File: config.mk
export PLATFORM = sky130hd
export DESIGN_NAME = cp0_regfile
export DESIGN_NICKNAME = d
export VERILOG_FILES = /design/src/rtl/cp0_regfile.sv
export SDC_FILE = /design/constraint.sdc
export NUM_CORES = 1
export LEC_CHECK = 0
export BUFFER_PORTS_ARGS = -buffer_cell sky130_fd_sc_hd__buf_2
export CAP_MARGIN = 20
export CORE_ASPECT_RATIO = 1.1
export CORE_MARGIN = 3
export CORE_UTILIZATION = 51
export CTS_BUF_LIST = sky130_fd_sc_hd__clkbuf_8
export DETAILED_ROUTE_END_ITERATION = 8
export PLACE_DENSITY = 0.78
export SYNTH_ARGS = -nofsm -noshare
export SYNTH_HDL_FRONTEND = slang
export SYNTH_SLANG_ARGS = --single-unit
File: constraint.sdc
create_clock -name clk -period 6.4 [get_ports clk]
set_input_delay 0.64 -clock clk [delete_from_list [all_inputs] [get_ports clk]]
set_output_delay 0.64 -clock clk [all_outputs]
set_load 0.05 [all_outputs]
File: src/rtl/cp0_regfile.sv
// MIPS CP0 register file: MTC0/MFC0 access, exception/ERET commit, Count/Compare timer
// and interrupt request generation for the pipeline.
module cp0_regfile #(
  parameter int unsigned COUNT_DIV = 2,
  parameter bit          BEV_RESET = 1'b1
) (
  input  logic        clk,
  input  logic        reset,
  input  logic [7:0]  cp0_addr,
  input  logic        cp0_wen,
  input  logic [31:0] cp0_wdata,
  output logic [31:0] cp0_rdata,
  input  logic        ws_ex,
  input  logic [4:0]  ws_excode,
  input  logic        ws_bd,
  input  logic [31:0] ws_pc,
  input  logic [31:0] ws_badvaddr,
  input  logic        ws_eret,
  input  logic [5:0]  ext_int,
  output logic [31:0] cp0_epc,
  output logic [31:0] cp0_status,
  output logic [31:0] cp0_cause,
  output logic        int_pending
);

  localparam logic [7:0] ADDR_BADVADDR = {5'd8,  3'd0};
  localparam logic [7:0] ADDR_COUNT    = {5'd9,  3'd0};
  localparam logic [7:0] ADDR_COMPARE  = {5'd11, 3'd0};
  localparam logic [7:0] ADDR_STATUS   = {5'd12, 3'd0};
  localparam logic [7:0] ADDR_CAUSE    = {5'd13, 3'd0};
  localparam logic [7:0] ADDR_EPC      = {5'd14, 3'd0};
  localparam int unsigned TW = (COUNT_DIV > 1) ? $clog2(COUNT_DIV) : 1;

  logic [31:0]   badvaddr, count, compare, epc;
  logic [7:0]    im;
  logic          exl, ie;
  logic          bd, ti;
  logic [5:0]    ip_hw;
  logic [1:0]    ip_sw;
  logic [4:0]    excode;
  logic [TW-1:0] tick;

  logic        wr_en, wr_count, wr_compare, wr_status, wr_cause, wr_epc;
  logic        tick_wrap;
  logic [31:0] count_inc;

  // MTC0 is dropped whenever an exception or ERET commits in the same cycle.
  assign wr_en      = cp0_wen & ~ws_ex & ~ws_eret;
  assign wr_count   = wr_en & (cp0_addr == ADDR_COUNT);
  assign wr_compare = wr_en & (cp0_addr == ADDR_COMPARE);
  assign wr_status  = wr_en & (cp0_addr == ADDR_STATUS);
  assign wr_cause   = wr_en & (cp0_addr == ADDR_CAUSE);
  assign wr_epc     = wr_en & (cp0_addr == ADDR_EPC);

  assign tick_wrap = (tick == TW'(COUNT_DIV - 1));
  assign count_inc = count + 32'd1;

  always_ff @(posedge clk or posedge reset) begin
    if (reset) begin
      badvaddr <= '0;
      count    <= '0;
      compare  <= '0;
      epc      <= '0;
      im       <= '0;
      exl      <= 1'b0;
      ie       <= 1'b0;
      bd       <= 1'b0;
      ti       <= 1'b0;
      ip_hw    <= '0;
      ip_sw    <= '0;
      excode   <= '0;
      tick     <= '0;
    end else begin
      if (wr_count) begin
        count <= cp0_wdata;
        tick  <= '0;
      end else if (tick_wrap) begin
        count <= count_inc;
        tick  <= '0;
      end else begin
        tick  <= tick + TW'(1);
      end

      // Compare write clears TI and overrides a match in the same cycle.
      if (wr_compare)
        ti <= 1'b0;
      else if (!wr_count && tick_wrap && (count_inc == compare))
        ti <= 1'b1;

      if (wr_compare)
        compare <= cp0_wdata;

      ip_hw <= {ext_int[5] | ti, ext_int[4:0]};

      if (ws_ex) begin
        exl    <= 1'b1;
        excode <= ws_excode;
        if (!exl) begin
          epc <= ws_bd ? (ws_pc - 32'd4) : ws_pc;
          bd  <= ws_bd;
        end
        if ((ws_excode == 5'd4) || (ws_excode == 5'd5))
          badvaddr <= ws_badvaddr;
      end else if (ws_eret) begin
        exl <= 1'b0;
      end else begin
        if (wr_status) begin
          im  <= cp0_wdata[15:8];
          exl <= cp0_wdata[1];
          ie  <= cp0_wdata[0];
        end
        if (wr_cause)
          ip_sw <= cp0_wdata[9:8];
        if (wr_epc)
          epc <= cp0_wdata;
      end
    end
  end

  assign cp0_status  = {9'b0, BEV_RESET, 6'b0, im, 6'b0, exl, ie};
  assign cp0_cause   = {bd, ti, 14'b0, ip_hw, ip_sw, 1'b0, excode, 2'b0};
  assign cp0_epc     = epc;
  assign int_pending = ie & ~exl & (|(im & {ip_hw, ip_sw}));

  always_comb begin
    cp0_rdata = '0;
    case (cp0_addr)
      ADDR_BADVADDR: cp0_rdata = badvaddr;
      ADDR_COUNT:    cp0_rdata = count;
      ADDR_COMPARE:  cp0_rdata = compare;
      ADDR_STATUS:   cp0_rdata = cp0_status;
      ADDR_CAUSE:    cp0_rdata = cp0_cause;
      ADDR_EPC:      cp0_rdata = epc;
      default:       cp0_rdata = '0;
    endcase
  end

endmodule

-- Word-level counts from Yosys, hierarchy flattened
Cells that the tools add are included.
- input bits: 121
- register bits after elaboration: 154
- bitwise operators: 14
- equal/unequal tests: 11
- $add $sub $neg: 3
- reduce and logical (&&, ||, !) cells: 14
- muxes and demuxes: 15
- operator list (operator ; number):
    32-bit 2-to-1 mux ; 7
    32-bit case mux with 6 select lines ; 1
    8-bit by 7-bit equality test with 1-bit output (second input constant) ; 6
    32-bit by 1-bit adder with 32-bit output (second input constant) ; 1
    32-bit equality test ; 1
    32-bit by 3-bit subtractor with 32-bit output (second input constant) ; 1
    5-bit by 3-bit equality test with 1-bit output (second input constant) ; 2
    1-bit bitwise AND ; 9
    3-bit AND reduction ; 3
    8-bit bitwise AND ; 1
    8-bit OR reduction ; 1
    1-bit 2-to-1 mux ; 7
    2-bit nonzero test ; 3
    2-bit != test (second input constant) ; 2
    2-bit AND reduction ; 2
    1-bit inverter ; 3
    3-bit nonzero test ; 1
    1-bit logical AND ; 2
    1-bit adder (second input constant) ; 1
    1-bit logical NOT ; 1
    1-bit logical OR ; 1
    1-bit bitwise OR ; 1

-- Depth between registers and ports, before layout
Gate-level depths: netlist of run 1.
- depth in word-level cells: 9
- depth in mapped cells: 10
- depth with buffers taken out: 9

-- Least setup slack after synthesis of run 1
Ideal clock, no wire load.
- path type: input-to-output
- start: input port cp0_addr[1]
- end: output port cp0_rdata[3]
- data required time: 5.760 ns
- path slack: 3.198 ns
- stages: 6
- path buffers: 2
- data arrival time: 2.562 ns
- path through: or4b_1 clkbuf_1 nor3_1 clkbuf_1 a22oi_1 nand2_1
- word-level cells in the longest chain between the ends: 2
- ends and longest elaborated chain (item ; RTL line ; source):
    start: declaration ; 9 ; input logic [7:0] cp0_addr,
    8-bit by 7-bit equality test with 1-bit output ; 127 ; case (cp0_addr)
    32-bit case mux with 6 select lines (*) ; 127 ;
    end: declaration ; 12 ; output logic [31:0] cp0_rdata,
Mark *: on every way between the ends. The rest lies on a longest branch, timed or not.

-- Final worst setup path of run 1
- start: input port cp0_addr[1]
- end: output port cp0_rdata[24]
Same word-level chain as after synthesis.

==> results.ini, run 1 <==
[outcome]
status=complete, no violations

[critical_path]
cp_data_required_time_ns=5.76
worstSetupPathType=input port to primary output
r2r_setup_slack_ns=3.51
cp-end-kind=primary output
cp_max_fo=13
timing.rr.start=count[0]
crit_start=cp0_addr[1]
cp-start-kind=input port
worstSetupEndpoint=cp0_rdata[24]
r2r_cells=8
r2r_end=ti
cp.arrival_ns=3.32

[cells_and_area]
drive_gt1_share_pct=26.7
fin_util_pct=60.9
area_growth_pct=16.2
antennaDiodeCount=0
fin_cells=1461
layout.nets=1333

[yosys]
synth_commonest_cells=213 x nand2_1, 154 x dfrtp_1, 65 x nor2_1
synthCells=1042
synth_area_leaders=dfrtp_1 41%, nand2_1 8.6%, mux2_2 6.2%
netlist.top_cell.by_area=dfrtp_1
synth_seq_cells=154
async_flop_share_pct=100
netlist_area_um2=9330
ys.flop_type=dfrtp_1
yosysUniqueCellTypes=65
synth_top_area_share_pct=41.3
syn_area_per_cell_um2=8.95
synth_edf_count=0
yosys_warnings=0
yosysSeqAreaShare_pct=41.3
synth.most_common_cell=nand2_1

[routing]
routed_wl_um=28300
vias_per_cell=5.82
drtAntennaViolNets=0
firstDrtPassIters=6
vias=8508
routedWlPerCell_um=19.3
drc=0
drt_iter0_drc=775

[clocking]
clock_path_buffers=2
h-tree-depth=4
postCtsSetupBuffers=0
cts.sinks=154
cts_tree=built
cts_resized=0
clkTransAtPathRegs_ns=0.09
insertion_delay_ns=0.46
cts-root-buf=clkbuf_8
numCtsBuffers=17
cts_hold_buf=0

[global_routing]
grt_max_degree=92
antenna_found_initial=0
grt_pass1_wl_um=44700
grtUsageTotal_pct=28.4
gr-total-overflow=0
grt_pass1_vias=8384

[timing]
finalSetupTns_ns=0
fin_crit_ns=3.96
relSlewSlack_pct=26.1
fin_ws_ns=2.44
setup_violations=0
final-max-slew-violation-count=0
rsz0062_at_grt=false
hold_violations=0
period_share_pct=61.9
max_slew.worst_pin.slew_ns=1.11
max_freq_ghz=0.252
finClkSkew_ns=0.0103

[floorplanning]
dieArea_um2=20000
boundaryPins=250
core_um2=17800
die_h_um=148
start_util_pct=52.4
rows=51
die_width_um=135

[min_path]
hold_path_class=input port to flip-flop
min_from=ext_int[2]

[placement]
post-dp-hpwl_um=20000
port_buffers=210
dp_cells=1428
gp_congestion=0.879
dp_worst_setup_slack_ns=2.50

[power_and_ir_drop]
power-per-cell-area_nw_per_um2=247
peakVddDrop_mv=0.160
p_leak_nw=5.19

[job]
drv_cap=0

cells by family (layout without fill, tap and decap cells):
family                     count (synthesis)  count (layout)  share of synthesized area, %
other                                      2              39                        0.0805
and+or+nand+nor                          411             411                          20.9
adders and majority gates                  2               2                         0.268
muxes                                     71              71                          8.30
xor gates and xnor gates                 100             100                          9.39
AOI/OAI and AO/OA                        181             181                          12.9
DFF                                      154             154                          41.3
buffers and inverters                    121             265                          6.80
critical path: stages:
cell,delay [ns]
buf_2,0.10
nor4_1,0.35
nand3_1,0.55
nor2_1,0.80
buf_4,0.34
a222oi_1,0.15
nand2_1,0.11
buf_2,0.26
cell type report:
| type | instances | area [µm²] |
|---|---|---|
| Timing Repair Buffer | 224 | 1180 |
| Inverter | 9 | 38.8 |
| Tap cell | 238 | 298 |
| Multi-Input combinational cell | 804 | 5030 |
| Sequential cell | 154 | 3850 |
| Clock buffer | 17 | 234 |
| Fill cell | 1537 | 6970 |
| Clock inverter | 15 | 211 |
flip-flops by register name (all words and copies together) (netlist names):
register / flops
cp0_epc: 32
tick: 1
ip_sw: 2
count: 32
im: 8
compare: 32
ip_hw: 6
badvaddr: 32
ti: 1
ie: 1
exl: 1
excode: 5
bd: 1
routing by layer:
metal / vias up / share of wire [%] / global-route usage [%]
met5: - / 0 / 0
met4: 0 / 2.4 / 9.63
met3: 47 / 8.2 / 5.79
met2: 375 / 48 / 46.0
met1: 4150 / 41 / 38.2
li1: 3936 / - / -
stage by stage:
stage	cell area (µm²)	hold WS (ns)	power [mW]
finish	10800	0.273	2.68
global route	10800	0.241	2.79
CTS	10800	0.245	2.69
detailed placement	10400	0.488	1.85
global placement	10400	0.480	1.83
floorplan	9470	0.479	1.69
power by group:
| group | internal [mW] | total [mW] | switching, mW | leakage [nW] |
|---|---|---|---|---|
| clock | 0.433 | 0.841 | 0.408 | 0.222 |
| combinational | 0.200 | 0.607 | 0.406 | 2.98 |
| sequential | 1.09 | 1.23 | 0.141 | 1.99 |
placed cells by master (no fill, tap or decap), types with 17 or more instances in the layout:
cell      netlist  final
o21ai_0        51     51
mux2i_1        20     20
xor2_1         47     47
mux2_2         51     51
conb_1          2     39
nor2_1         65     65
clkbuf_8        0     17
a21oi_1        48     48
a222oi_1       21     21
a22oi_1        18     18
buf_2           9    210
nand2_1       213    212
dfrtp_1       154    154
xnor2_1        53     53
nor4_1         18     17
how the worst min path moves through the flow:
stage / endpoint / slack (ns) / cells past startpoint
after detailed placement: cp0_epc[18] / 0.49 / 2
after global placement: cp0_epc[10] / 0.48 / 2
after floorplan: badvaddr[22] / 0.48 / 1
after global routing: ip_hw[1] / 0.24 / 1
final: ip_hw[2] / 0.27 / 1
after CTS: ip_hw[1] / 0.24 / 1
(Power assumes the default switching activity.)
==> run 2, diff against run 1 <==
==> constraint.sdc (replaced) <==
create_clock -name clk -period 3.72 [get_ports clk]
set_input_delay 0.372 -clock clk [delete_from_list [all_inputs] [get_ports clk]]
set_output_delay 0.372 -clock clk [all_outputs]
set_load 0.05 [all_outputs]
==> results.ini, run 2 (synthesis results as in run 1) <==
[outcome]
status=complete, no violations

[timing]
rsz0062_at_grt=false
finalSetupTns_ns=0  ; unchanged
fin_crit_ns=2.87
hold_violations=0  ; unchanged
whs_ns=0.0807  ; -0.193 ns
max_slew.worst_pin.slew_ns=0.929  ; -0.179 ns
relSlewSlack_pct=37.9  ; +12 points
max_freq_ghz=0.349
fin_ws_ns=0.851  ; -1.59 ns
finClkSkew_ns=0.0158  ; +0.00550 ns
setup_violations=0  ; unchanged
final-max-slew-violation-count=0  ; unchanged
period_share_pct=77.1

[floorplanning]
die_h_um=148  ; unchanged
dieArea_um2=20000  ; unchanged
core_um2=17800  ; unchanged
rows=51  ; unchanged
start_util_pct=52.4  ; unchanged
die_width_um=135  ; unchanged
boundaryPins=250  ; unchanged

[global_routing]
grt_pass1_vias=7990  ; -4.7%
grt_pass1_wl_um=43800  ; -2.0%
gr-total-overflow=0  ; unchanged
antenna_found_initial=0  ; unchanged
grt_max_degree=65  ; -29%
grtUsageTotal_pct=28.0  ; -0.41 points

[routing]
drt_iter0_drc=799  ; +3.1%
drc=0  ; unchanged
drtAntennaViolNets=0  ; unchanged
firstDrtPassIters=6  ; unchanged
routedWlPerCell_um=19.1  ; -1.1%
vias_per_cell=5.77  ; -0.88%
routed_wl_um=28200  ; -0.19%
vias=8514  ; +0.071%

[cells_and_area]
final_cell_mix=212 x nand2_1, 210 x buf_2, 154 x dfrtp_1
drive_gt1_share_pct=27.1  ; +0.34 points
layout.nets=1347  ; +1.1%
antennaDiodeCount=0  ; unchanged
final_common_cell=nand2_1
area_growth_pct=17.2
fin_area_um2=10900  ; +0.85%

[clocking]
cts-root-buf=clkbuf_8
insertion_delay_ns=0.47  ; about the same
cts_resized=0  ; unchanged
numCtsBuffers=17  ; unchanged
cts.sinks=154  ; unchanged
clock_path_buffers=2  ; unchanged
h-tree-depth=4  ; unchanged
cts_tree=built
clkTransAtPathRegs_ns=0.09  ; about the same
postCtsSetupBuffers=0  ; unchanged

[critical_path]
cp_max_fo=17  ; +4
timing.rr.start=count[2]
cp-end-kind=primary output
r2r_end=ti
cp_data_required_time_ns=3.35  ; -2.41 ns
r2r_cells=7  ; -1
r2r_setup_slack_ns=0.92  ; -2.59 ns
cp-start-kind=input port
cp.arrival_ns=2.50  ; -0.82 ns
worstSetupPathType=input port to primary output

[placement]
port_buffers=210  ; unchanged
place_area_um2=10500  ; +0.83%
dp_worst_setup_slack_ns=0.764  ; -1.74 ns
post-dp-hpwl_um=20800  ; +4.4%
gp_congestion=0.888  ; +1.0%

[power_and_ir_drop]
swShare_pct=35.4  ; -0.24 points
peakVddDrop_mv=0.219  ; +37%
p_sw_mw=1.61  ; +69%
fin_total_pwr_mw=4.55  ; +70%
power_frac_seq_pct=46.6  ; +0.6 points
p_leak_nw=5.23  ; +0.86%
p_comb_share_pct=23.2  ; +0.6 points
power.share.clock_pct=30.3  ; -1.1 points
power-per-cell-area_nw_per_um2=416  ; +68%
p_int_mw=2.94  ; +70%

[job]
drv_cap=0  ; unchanged

[min_path]
hold_path_class=input port to async pin

[run 2: cell count changes in the layout (fill, tap and decap cells not counted), sizes merged]
cell	previous run	this run
bufinv	4	3
clkinvlp	1	4
clkbuf	17	19
buf	224	233
inv	14	12
dlygate4sd3	0	5
clkinv	5	3
[run 2: area by class of cell]
cell class	instances	area [µm²]
timing repair buffer	238	1290
clock inverter	13	168
clock buffer	19	262
inverter	9	37.5
sequential	154	3850
multi-input combinational	804	5030
tap	238	298
fill	1552	6870
[run 2: worst max-delay path, stage by stage]
cell and delay (ns):
buf_2 0.10, or4b_1 0.66, nor3_2 0.49, buf_4 0.37, a22oi_1 0.14, nand2_1 0.09
buf_2 0.26
[run 2: through the flow]
stage | cells | util, %
floorplan | 1079 | -
global placement | 1438 | 58.7
detailed placement | 1438 | 58.7
CTS | 1475 | 61.4
global route | 1475 | 61.4
finish | 1475 | 61.4
[run 2: power by group through the flow]
stage,registers [mW],logic (mW),clock network [mW]
2_1_floorplan,2.29,0.620,0
3_3_place_gp,2.13,1.03,0
3_5_place_dp,2.14,1.05,0
4_1_cts,2.11,1.05,1.41
5_1_grt,2.14,1.13,1.47
6_report,2.12,1.05,1.38
[run 2: metal layers]
metal | GRT usage (%) | part of all wire (%) | up-vias
li1 | - | - | 3957
met1 | 37.5 | 41 | 4087
met2 | 46.0 | 49 | 429
met3 | 4.90 | 7.9 | 41
met4 | 9.58 | 2.3 | 0
met5 | 0 | 0 | -
[run 2: worst max-delay path by stage]
stage / end / slack (ns) / start / cells after the start
after global placement: cp0_epc[31] / 0.83 / ws_bd / 8
after CTS: cp0_rdata[14] / 0.90 / cp0_addr[1] / 7
after floorplan: cp0_rdata[3] / 1.05 / cp0_addr[1] / 6
after detailed placement: cp0_epc[31] / 0.76 / ws_bd / 8
final: cp0_rdata[14] / 0.85 / cp0_addr[1] / 7
after global routing: ti / 0.76 / count[0] / 8
[run 2: what timing repair did]
item / 4_1_cts / 5_1_grt
hold endpoints to repair: 5 / 0
setup endpoints to repair: 0 / 0
hold buffers: 5 / 0
==> run 3, diff against run 2 <==
==> constraint.sdc (replaced) <==
create_clock -name clk -period 2.8 [get_ports clk]
set_input_delay 0.28 -clock clk [delete_from_list [all_inputs] [get_ports clk]]
set_output_delay 0.28 -clock clk [all_outputs]
set_load 0.05 [all_outputs]
==> results.ini, run 3 (synthesis results as in run 1) <==
[outcome]
status=finished, violations left
violations=negative hold slack

[floorplanning]
core_um2=17800  ; unchanged
boundaryPins=250  ; unchanged
die_width_um=135  ; unchanged
rows=51  ; unchanged
start_util_pct=52.4  ; unchanged
dieArea_um2=20000  ; unchanged
die_h_um=148  ; unchanged

[critical_path]
cp_max_fo=7  ; -10
r2r_end=ti
cp-end-kind=flip-flop
timing.rr.start=count[10]
crit_start=count[10]
r2r_setup_slack_ns=0.28  ; -0.64 ns
critical_path_depth=7  ; unchanged
cp-start-kind=flip-flop
cp.arrival_ns=2.94  ; +0.44 ns
r2r_cells=7  ; unchanged
crit_chain=nand2_1 -> or3_1 -> or4_1 -> xnor2_1 -> a2111oi_2 -> o2111a_1 -> a22o_1
cp_data_required_time_ns=3.22  ; -0.13 ns
cp_slowest_cell=or4_1
max_stage_delay_ns=0.54  ; -0.12 ns
worstSetupPathType=flip-flop to flip-flop
cp.buffers_inverters=0  ; -3
path_delay_family=simple AND/OR/NAND/NOR gates

[power_and_ir_drop]
p_leak_nw=5.32  ; +1.8%
fin_total_pwr_mw=5.95  ; +31%
peakVddDrop_mv=0.327  ; +49%
power-per-cell-area_nw_per_um2=536  ; +29%

[routing]
drtAntennaViolNets=0  ; unchanged
drc=0  ; unchanged
drt_iter0_drc=818  ; +2.4%
vias_per_cell=5.71  ; -1.1%
routedWlPerCell_um=18.9  ; -1.1%
firstDrtPassIters=8  ; +2
vias=8526  ; +0.14%
routed_wl_um=28200  ; about the same

[cells_and_area]
final_cell_mix=212 x nand2_1, 211 x buf_2, 154 x dfrtp_1
layout.nets=1365  ; +1.3%
area_growth_pct=19.0
antennaDiodeCount=0  ; unchanged
drive_gt1_share_pct=28.3  ; +1.2 points
fin_util_pct=62.4  ; +0.96 points
fillerInstances=1519  ; -2.1%
final_common_cell=nand2_1
fin_cells=1493  ; +1.2%

[clocking]
cts.sinks=154  ; unchanged
cts-root-buf=clkbuf_8
postCtsSetupBuffers=0  ; unchanged
clock_path_buffers=2  ; unchanged
cts_tree=built
numCtsBuffers=17  ; unchanged
clkTransAtPathRegs_ns=0.09  ; about the same
insertion_delay_ns=0.48  ; about the same
h-tree-depth=4  ; unchanged

[global_routing]
grt_pass1_vias=8290  ; +3.8%
gr-total-overflow=0  ; unchanged
grt_pass1_wl_um=44700  ; +2.1%
grtUsageTotal_pct=28.5  ; +0.52 points
grt_max_degree=155  ; +140%
antenna_found_initial=0  ; unchanged

[timing]
fin_crit_ns=2.52
finalSetupTns_ns=0  ; unchanged
period_share_pct=89.9
finClkSkew_ns=0.0145  ; -0.00124 ns
max_freq_ghz=0.397
hold_violations=6  ; +6
max_slew.worst_pin.slew_ns=0.883  ; -0.0463 ns
setup_violations=0  ; unchanged
whs_ns=-0.0288  ; -0.109 ns
final-max-slew-violation-count=0  ; unchanged
relSlewSlack_pct=41.2  ; +3.2 points
rsz0062_at_grt=false

[placement]
post-dp-hpwl_um=20900  ; +0.44%
port_buffers=210  ; unchanged
dp_cells=1454  ; +1.1%
gp_congestion=0.934  ; +5.2%

[min_path]
hold_path_class=input port to async pin

[job]
drv_cap=0  ; unchanged

run 3: cell types whose count changed in the layout (fill, tap and decap cells not counted), moves of 2 or more:
cell	delta
bufinv_16	-2
buf_4	+12
clkinv_4	+3
clkbuf_8	+2
buf_12	+4
clkinvlp_4	-2
run 3: tightest hold or removal path: cells and delay by family:
family / cells / cell delay, ns
buffers and inverters: 3 / 0.69
run 3: power by group:
| group | switching (mW) | total, mW | internal (mW) |
|---|---|---|---|
| Clock | 0.887 | 1.70 | 0.809 |
| Combinational | 0.975 | 1.47 | 0.497 |
| Sequential | 0.290 | 2.78 | 2.50 |
run 3: repair_timing:
item	4_1_cts	5_1_grt
hold buffers	6	0
setup endpoints to repair	0	1
gates resized for setup	0	3
hold endpoints to repair	6	0
run 3: per-stage QoR:
step	cell area, µm²	hold WS, ns	setup slack (ns)
2_1_floorplan	9470	0.311	0.318
3_3_place_gp	10600	0.387	0.203
3_5_place_dp	10600	0.389	0.161
4_1_cts	11100	0.00769	0.128
5_1_grt	11100	0.0114	0.0652
6_report	11100	-0.0288	0.282
run 3: layer usage:
layer | up-vias | routed length [µm] | global-route usage (%) | share of wire, %
met2 | 354 | 14000 | 47.6 | 49
met1 | 4128 | 11500 | 37.8 | 41
li1 | 3998 | - | - | -
met3 | 46 | 2080 | 4.94 | 7.4
met5 | - | 0 | 0 | 0
met4 | 0 | 661 | 9.32 | 2.3
run 3: layout make-up:
| class | count | area [µm²] | share of cell area (%) |
|---|---|---|---|
| Multi-Input combinational cell | 804 | 5040 | 45.4 |
| Sequential cell | 154 | 3850 | 34.7 |
| Timing Repair Buffer | 256 | 1470 | 13.3 |
| Tap cell | 238 | 298 | 2.68 |
| Clock buffer | 21 | 289 | 2.60 |
| Clock inverter | 11 | 111 | 1.00 |
| Inverter | 9 | 37.5 | 0.338 |
run 3: worst max-delay path by stage:
stage	end	slack [ns]
finish	ti	0.28
global route	ti	0.07
floorplan	cp0_rdata[3]	0.32
CTS	ti	0.13
detailed placement	ti	0.16
global placement	ti	0.20
